<file path="src/rtl/mult_share_arbiter_if.sv">
// Request, shared-multiplier and response signals between client logic and
// mult_share_arbiter. The slave view belongs to the arbiter.
interface mult_share_arbiter_if #(
    parameter int NUM_REQ = 4,
    parameter int ID_W    = 2
);
    logic [NUM_REQ-1:0]   req_valid;
    logic [4*NUM_REQ-1:0] req_a;
    logic [4*NUM_REQ-1:0] req_b;
    logic [NUM_REQ-1:0]   req_ready;
    logic [3:0]           mul_m;
    logic [3:0]           mul_q;
    logic [7:0]           mul_p;
    logic                 rsp_valid;
    logic                 rsp_ready;
    logic [ID_W-1:0]      rsp_id;
    logic [7:0]           rsp_product;
    logic                 busy;
    logic [15:0]          op_count;

    modport slave (
        input  req_valid, req_a, req_b, mul_p, rsp_ready,
        output req_ready, mul_m, mul_q, rsp_valid, rsp_id, rsp_product, busy, op_count
    );

    // Environment side: requesters, response consumer and the external multiplier.
    modport master (
        output req_valid, req_a, req_b, mul_p, rsp_ready,
        input  req_ready, mul_m, mul_q, rsp_valid, rsp_id, rsp_product, busy, op_count
    );
endinterface

</file>
<file path="src/rtl/mult_share_arbiter.sv">
// Round-robin arbiter sharing one external 4x4 multiplier among NUM_REQ
// requesters through an operand stage and a result stage.
module mult_share_arbiter #(
    parameter int NUM_REQ = 4,
    parameter int ID_W    = 2
) (
    input logic                clk,
    input logic                rst,
    mult_share_arbiter_if.slave bus
);
    logic [ID_W-1:0] rr_ptr_reg, rr_ptr_next;
    logic            s1_valid_reg;
    logic [3:0]      s1_a_reg, s1_b_reg;
    logic [ID_W-1:0] s1_id_reg;
    logic            s2_valid_reg;
    logic [7:0]      s2_product_reg;
    logic [ID_W-1:0] s2_id_reg;
    logic [15:0]     op_count_reg;

    logic            s2_free, s1_free, any_valid, accept, s1_move, rsp_fire;
    logic [ID_W-1:0] grant_idx;

    assign s2_free   = !s2_valid_reg || bus.rsp_ready;
    assign s1_free   = !s1_valid_reg || s2_free;
    assign any_valid = |bus.req_valid;
    assign accept    = any_valid && s1_free && !rst;
    assign s1_move   = s1_valid_reg && s2_free;
    assign rsp_fire  = s2_valid_reg && bus.rsp_ready;

    // Scan from the highest offset down so the last hit is the first valid
    // requester at or after rr_ptr in circular order.
    always_comb begin
        int idx;
        grant_idx = '0;
        idx       = 0;
        for (int k = NUM_REQ - 1; k >= 0; k--) begin
            idx = int'(rr_ptr_reg) + k;
            if (idx >= NUM_REQ) begin
                idx = idx - NUM_REQ;
            end
            if (bus.req_valid[idx]) begin
                grant_idx = ID_W'(idx);
            end
        end
    end

    always_comb begin
        rr_ptr_next = rr_ptr_reg;
        if (accept) begin
            if (int'(grant_idx) == NUM_REQ - 1) begin
                rr_ptr_next = '0;
            end else begin
                rr_ptr_next = grant_idx + ID_W'(1);
            end
        end
    end

    for (genvar gi = 0; gi < NUM_REQ; gi++) begin : g_ready
        assign bus.req_ready[gi] = accept && (int'(grant_idx) == gi);
    end

    always_ff @(posedge clk) begin
        if (rst) begin
            rr_ptr_reg     <= '0;
            s1_valid_reg   <= 1'b0;
            s1_a_reg       <= '0;
            s1_b_reg       <= '0;
            s1_id_reg      <= '0;
            s2_valid_reg   <= 1'b0;
            s2_product_reg <= '0;
            s2_id_reg      <= '0;
            op_count_reg   <= '0;
        end else begin
            rr_ptr_reg <= rr_ptr_next;

            if (accept) begin
                s1_valid_reg <= 1'b1;
                s1_a_reg     <= bus.req_a[4*int'(grant_idx) +: 4];
                s1_b_reg     <= bus.req_b[4*int'(grant_idx) +: 4];
                s1_id_reg    <= grant_idx;
            end else if (s1_move) begin
                s1_valid_reg <= 1'b0;
            end

            // Result stage holds its contents until the consumer takes them.
            if (s1_move) begin
                s2_valid_reg   <= 1'b1;
                s2_product_reg <= bus.mul_p;
                s2_id_reg      <= s1_id_reg;
            end else if (rsp_fire) begin
                s2_valid_reg <= 1'b0;
            end

            if (rsp_fire) begin
                op_count_reg <= op_count_reg + 16'd1;
            end
        end
    end

    assign bus.mul_m       = s1_a_reg;
    assign bus.mul_q       = s1_b_reg;
    assign bus.rsp_valid   = s2_valid_reg;
    assign bus.rsp_id      = s2_id_reg;
    assign bus.rsp_product = s2_product_reg;
    assign bus.busy        = s1_valid_reg || s2_valid_reg;
    assign bus.op_count    = op_count_reg;
endmodule

</file>
<file path="src/flat_wrapper.sv">
// flat-port wrapper written by rule: the top's interface ports become plain ports
module mult_share_arbiter_flat 
#(
    parameter int NUM_REQ = 4,
    parameter int ID_W    = 2
)
  (clk, rst, bus_req_valid, bus_req_a, bus_req_b, bus_mul_p, bus_rsp_ready, bus_req_ready, bus_mul_m, bus_mul_q, bus_rsp_valid, bus_rsp_id, bus_rsp_product, bus_busy, bus_op_count);
  mult_share_arbiter_if #(.NUM_REQ(NUM_REQ), .ID_W(ID_W)) bus_i ();
  input logic clk;
  input logic rst;
  input wire logic [$bits(bus_i.req_valid)-1:0] bus_req_valid;
  input wire logic [$bits(bus_i.req_a)-1:0] bus_req_a;
  input wire logic [$bits(bus_i.req_b)-1:0] bus_req_b;
  input wire logic [$bits(bus_i.mul_p)-1:0] bus_mul_p;
  input wire logic [$bits(bus_i.rsp_ready)-1:0] bus_rsp_ready;
  output wire logic [$bits(bus_i.req_ready)-1:0] bus_req_ready;
  output wire logic [$bits(bus_i.mul_m)-1:0] bus_mul_m;
  output wire logic [$bits(bus_i.mul_q)-1:0] bus_mul_q;
  output wire logic [$bits(bus_i.rsp_valid)-1:0] bus_rsp_valid;
  output wire logic [$bits(bus_i.rsp_id)-1:0] bus_rsp_id;
  output wire logic [$bits(bus_i.rsp_product)-1:0] bus_rsp_product;
  output wire logic [$bits(bus_i.busy)-1:0] bus_busy;
  output wire logic [$bits(bus_i.op_count)-1:0] bus_op_count;
  assign bus_i.req_valid = bus_req_valid;
  assign bus_i.req_a = bus_req_a;
  assign bus_i.req_b = bus_req_b;
  assign bus_i.mul_p = bus_mul_p;
  assign bus_i.rsp_ready = bus_rsp_ready;
  assign bus_req_ready = bus_i.req_ready;
  assign bus_mul_m = bus_i.mul_m;
  assign bus_mul_q = bus_i.mul_q;
  assign bus_rsp_valid = bus_i.rsp_valid;
  assign bus_rsp_id = bus_i.rsp_id;
  assign bus_rsp_product = bus_i.rsp_product;
  assign bus_busy = bus_i.busy;
  assign bus_op_count = bus_i.op_count;
  mult_share_arbiter #(.NUM_REQ(NUM_REQ), .ID_W(ID_W)) u_core (.clk(clk), .rst(rst), .bus(bus_i));
endmodule
</file>
<file path="config.mk">
export PLATFORM = sky130hd
export DESIGN_NAME = mult_share_arbiter_flat
export DESIGN_NICKNAME = d
export VERILOG_FILES = /design/src/rtl/mult_share_arbiter_if.sv /design/src/rtl/mult_share_arbiter.sv /design/src/flat_wrapper.sv
export SDC_FILE = /design/constraint.sdc
export NUM_CORES = 1
export LEC_CHECK = 0
export ABC_AREA = 1
export CORE_AREA = 2 2 65 92
export CTS_CLUSTER_DIAMETER = 120
export DETAILED_ROUTE_END_ITERATION = 6
export DIE_AREA = 0 0 67 94
export PLACE_DENSITY = 0.75
export SETUP_SLACK_MARGIN = 0.15
export SLEW_MARGIN = 20
export SYNTH_ARGS = -nofsm -noshare
export SYNTH_HDL_FRONTEND = slang
export SYNTH_SLANG_ARGS = --single-unit
</file>
<file path="constraint.sdc">
create_clock -name clk -period 1.42 [get_ports clk]
set_input_delay 0.284 -clock clk [delete_from_list [all_inputs] [get_ports clk]]
set_output_delay 0.284 -clock clk [all_outputs]
set_load 0.03 [all_outputs]
</file>
==> results_dict.tcl <==
set metrics [dict create \
    status "complete, but fails checks" \
    failed_checks "setup timing" \
    required_ns 1.14 \
    cts_made_buffers 5 \
    h-tree-depth 2 \
    synth_xor_area_frac 0.00421 \
    initial_utilization 0.382 \
    power_leakage_nw 1.81 \
    grt_setup_unrepaired "yes" \
    drtIter0Drc 80 \
    crit_path_end_kind "output pin" \
    io_pins 87 \
    die_y_um 94 \
    synth_edf_count 0 \
    layout_min_cycle_time_ns 2.10 \
    area_delta_synth_final_pct 89.8 \
    yosysUniqueCellTypes 27 \
    core-area_um2 5450 \
    dpl.hpwl_um 4650 \
    met1_usage 0.209 \
    finalCritPeriodShare 1.48 \
    cts_hold_buf 0 \
    ys_seq_elements 40 \
    whs_path_depth 2 \
    synth-async-reset-ratio 0 \
    drtAntennaViolNets 0 \
    cts-root-buf "clkbuf_8" \
    setup-violations-final 21 \
    path_clk_slew_ns 0.08 \
    setup_slack_ns -0.681 \
    detailedRoute.firstPassIterationCount 4 \
    grt_max_degree 35 \
    top_usage_layer "met2" \
    rows 32 \
    wl_per_cell_um 13.0 \
    antenna_found_initial 0 \
    fin_tns_setup_ns -6.85 \
    vias 2640 \
    avgSynthCellArea_um2 6.38 \
    clk_path_buf_depth 2 \
    layout-drive-gt1-share 0.408 \
    power.density_nw_per_um2 1710 \
    insertedDiodeCount 0 \
    fmax_ghz 0.476 \
    final_nets 520 \
    r2r_end "u_core.bus.mul_m[1]$_SDFFE_PP0P_" \
    min_from "u_core.s1_id_reg[1]$_SDFFE_PP0P_" \
    arrival_ns 1.82 \
    fin_area_um2 3950 \
    synth_area_um2 2080 \
    synth_top_family_by_area "simple AND/OR/NAND/NOR gates" \
    largest_reg_flops 16 \
    worstHoldPathType "reg2reg" \
    met3_usage 0.0324 \
    synth_area_leaders "dfxtp_1, nand2_1, nand3_1" \
    synth_fp_nets 374 \
    hold-path-endpoint "u_core.s1_id_reg[1]$_SDFFE_PP0P_" \
    synthTopCellsByCount "nand2_1, nor2_1, nand3_1" \
    die_area_um2 6300 \
    yosysTopAreaCellShare 0.385 \
    tritoncts "built" \
    nFillCells 428 \
    grt_pass1_wl_um 10200 \
    slew_viol_final 0 \
    p_total_mw 6.74 \
    muxShareOfSynthArea 0 \
    reg2reg_slack_ns -0.44 \
    syn_inst 326 \
    drt_wl_total_um 7050 \
    die-width_um 67 \
    grt_overflow 0 \
    yosys.area_share.simple 0.410 \
    vias_per_cell 4.88 \
    gp_congestion 0.831 \
    clock_latency_ns 0.29 \
    yosysMostFrequentCell "nand2_1" \
    crit_fanout 6 \
    route.detailed.drc 0 \
    globalRouteMet2Util 0.402 \
    ys.flop_type "dfxtp_1" \
    cp-start-kind "flip-flop" \
    grt_pass1_vias 2469 \
    max-cap-violations 0 \
    ir_drop_uv 1700 \
    final_util 0.725 \
    yosys_warnings 0 \
    synth_fa_ha_area_frac 0.00601 \
    grtUsageTotal 0.210 \
    yosysSeqAreaShare 0.385 \
    synth_compound_area_frac 0.0878 \
    relSlewSlack 0.831 \
    portBuffers 86 \
    reg2reg_depth 14 \
    r2r_start "u_core.rr_ptr_reg[0]$_SDFFE_PP0P_" \
    yosysTopAreaCell "dfxtp_1" \
    skew_ns 0.0116 \
    place_area_um2 3370 \
    crit_type "reg2out" \
    worst_pin_slew_ns 0.254 \
    cts_sinks 40 \
    hold_violations 0 \
]
[cells by family after synthesis]
| logic type | Yosys count |
|---|---|
| AO/OA/AOI/OAI | 35 |
| XOR/XNOR | 1 |
| adder cells (fa/ha/maj) | 1 |
| buffers and inverters | 52 |
| flip-flops | 40 |
| AND/OR/NAND/NOR | 197 |
[cells in the final DEF, fill, tap and decap left out, types with 3 or more instances in the layout]
| cell type | synthesis | routed |
|---|---|---|
| dfxtp_2 | 0 | 3 |
| dfxtp_4 | 0 | 6 |
| inv_1 | 36 | 24 |
| nand2_1 | 80 | 59 |
| nand4_1 | 6 | 6 |
| nand3_2 | 2 | 6 |
| nor2_4 | 1 | 7 |
| dlygate4sd2_1 | 0 | 3 |
| nand2_2 | 2 | 13 |
| nor2_1 | 55 | 45 |
| a21oi_1 | 15 | 11 |
| nand2_4 | 1 | 10 |
| nor2_2 | 1 | 5 |
| buf_2 | 3 | 10 |
| o21ai_1 | 1 | 5 |
| o21ai_0 | 16 | 9 |
| inv_2 | 3 | 10 |
| dfxtp_1 | 40 | 31 |
| a21oi_2 | 0 | 4 |
| buf_6 | 3 | 18 |
| clkdlybuf4s50_1 | 0 | 41 |
| clkdlybuf4s15_2 | 0 | 25 |
| nand3_1 | 45 | 38 |
| clkbuf_8 | 0 | 5 |
| buf_4 | 0 | 47 |
| nand3_4 | 0 | 3 |
| inv_4 | 1 | 4 |
[worst max path at each step]
stage | startpoint | slack, ns | cells after the start | end
global placement | bus_req_valid[1] | -0.60 | 12 | bus_req_ready[0]
finish | u_core.rr_ptr_reg[0]$_SDFFE_PP0P_ | -0.68 | 12 | bus_req_ready[1]
global route | u_core.rr_ptr_reg[0]$_SDFFE_PP0P_ | -0.75 | 12 | bus_req_ready[1]
floorplan | u_core.rr_ptr_reg[0]$_SDFFE_PP0P_ | -0.31 | 11 | bus_req_ready[0]
CTS | u_core.rr_ptr_reg[0]$_SDFFE_PP0P_ | -0.65 | 11 | bus_req_ready[3]
detailed placement | bus_req_valid[3] | -0.66 | 12 | bus_req_ready[3]
[metal layers]
metal | vias up | wire length [um]
met5 | - | 0
met4 | 0 | 269
met3 | 22 | 252
met2 | 66 | 4010
met1 | 1218 | 2520
li1 | 1334 | -
[power by group]
| part | leakage (nW) | total [mW] | switching (mW) | internal [mW] |
|---|---|---|---|---|
| clock | 0.0552 | 0.919 | 0.398 | 0.522 |
| sequential | 0.334 | 1.51 | 0.186 | 1.33 |
| combinational | 1.42 | 4.31 | 2.40 | 1.91 |
[metrics by stage]
step / setup WS (ns) / hold slack [ns] / instances
after floorplan: -0.307 / 0.343 / 326
after global placement: -0.599 / 0.452 / 511
after detailed placement: -0.660 / 0.457 / 511
after CTS: -0.650 / 0.448 / 530
after global routing: -0.754 / 0.467 / 541
final: -0.681 / 0.467 / 541
[final cells by class]
| type | count | area (um^2) | share of cell area |
|---|---|---|---|
| timing repair inverter | 1 | 7.51 | 0.00190 |
| inverter | 42 | 181 | 0.0459 |
| clock inverter | 2 | 35.0 | 0.00887 |
| multi-input combinational | 234 | 1360 | 0.343 |
| sequential | 40 | 827 | 0.209 |
| timing repair buffer | 148 | 1380 | 0.350 |
| tap | 68 | 85.1 | 0.0215 |
| clock buffer | 6 | 72.6 | 0.0184 |
[critical path, cell delays in order (launching register included)]
cell	delay [ns]
dfxtp_4	0.41
buf_12	0.15
nand2_4	0.08
nand3_2	0.08
nand2_1	0.12
inv_2	0.06
nand2_2	0.07
nand2_2	0.07
nand2_4	0.11
buf_6	0.12
nand3_4	0.06
inv_2	0.06
buf_6	0.12
[timing repair]
action / 4_1_cts / 5_1_grt
gates cloned: 1 / 1
gates resized for setup: 156 / 79
setup buffers: 10 / 10
setup endpoints to repair: 73 / 50
pin swaps: 25 / 32
(Power assumes the default switching activity.)
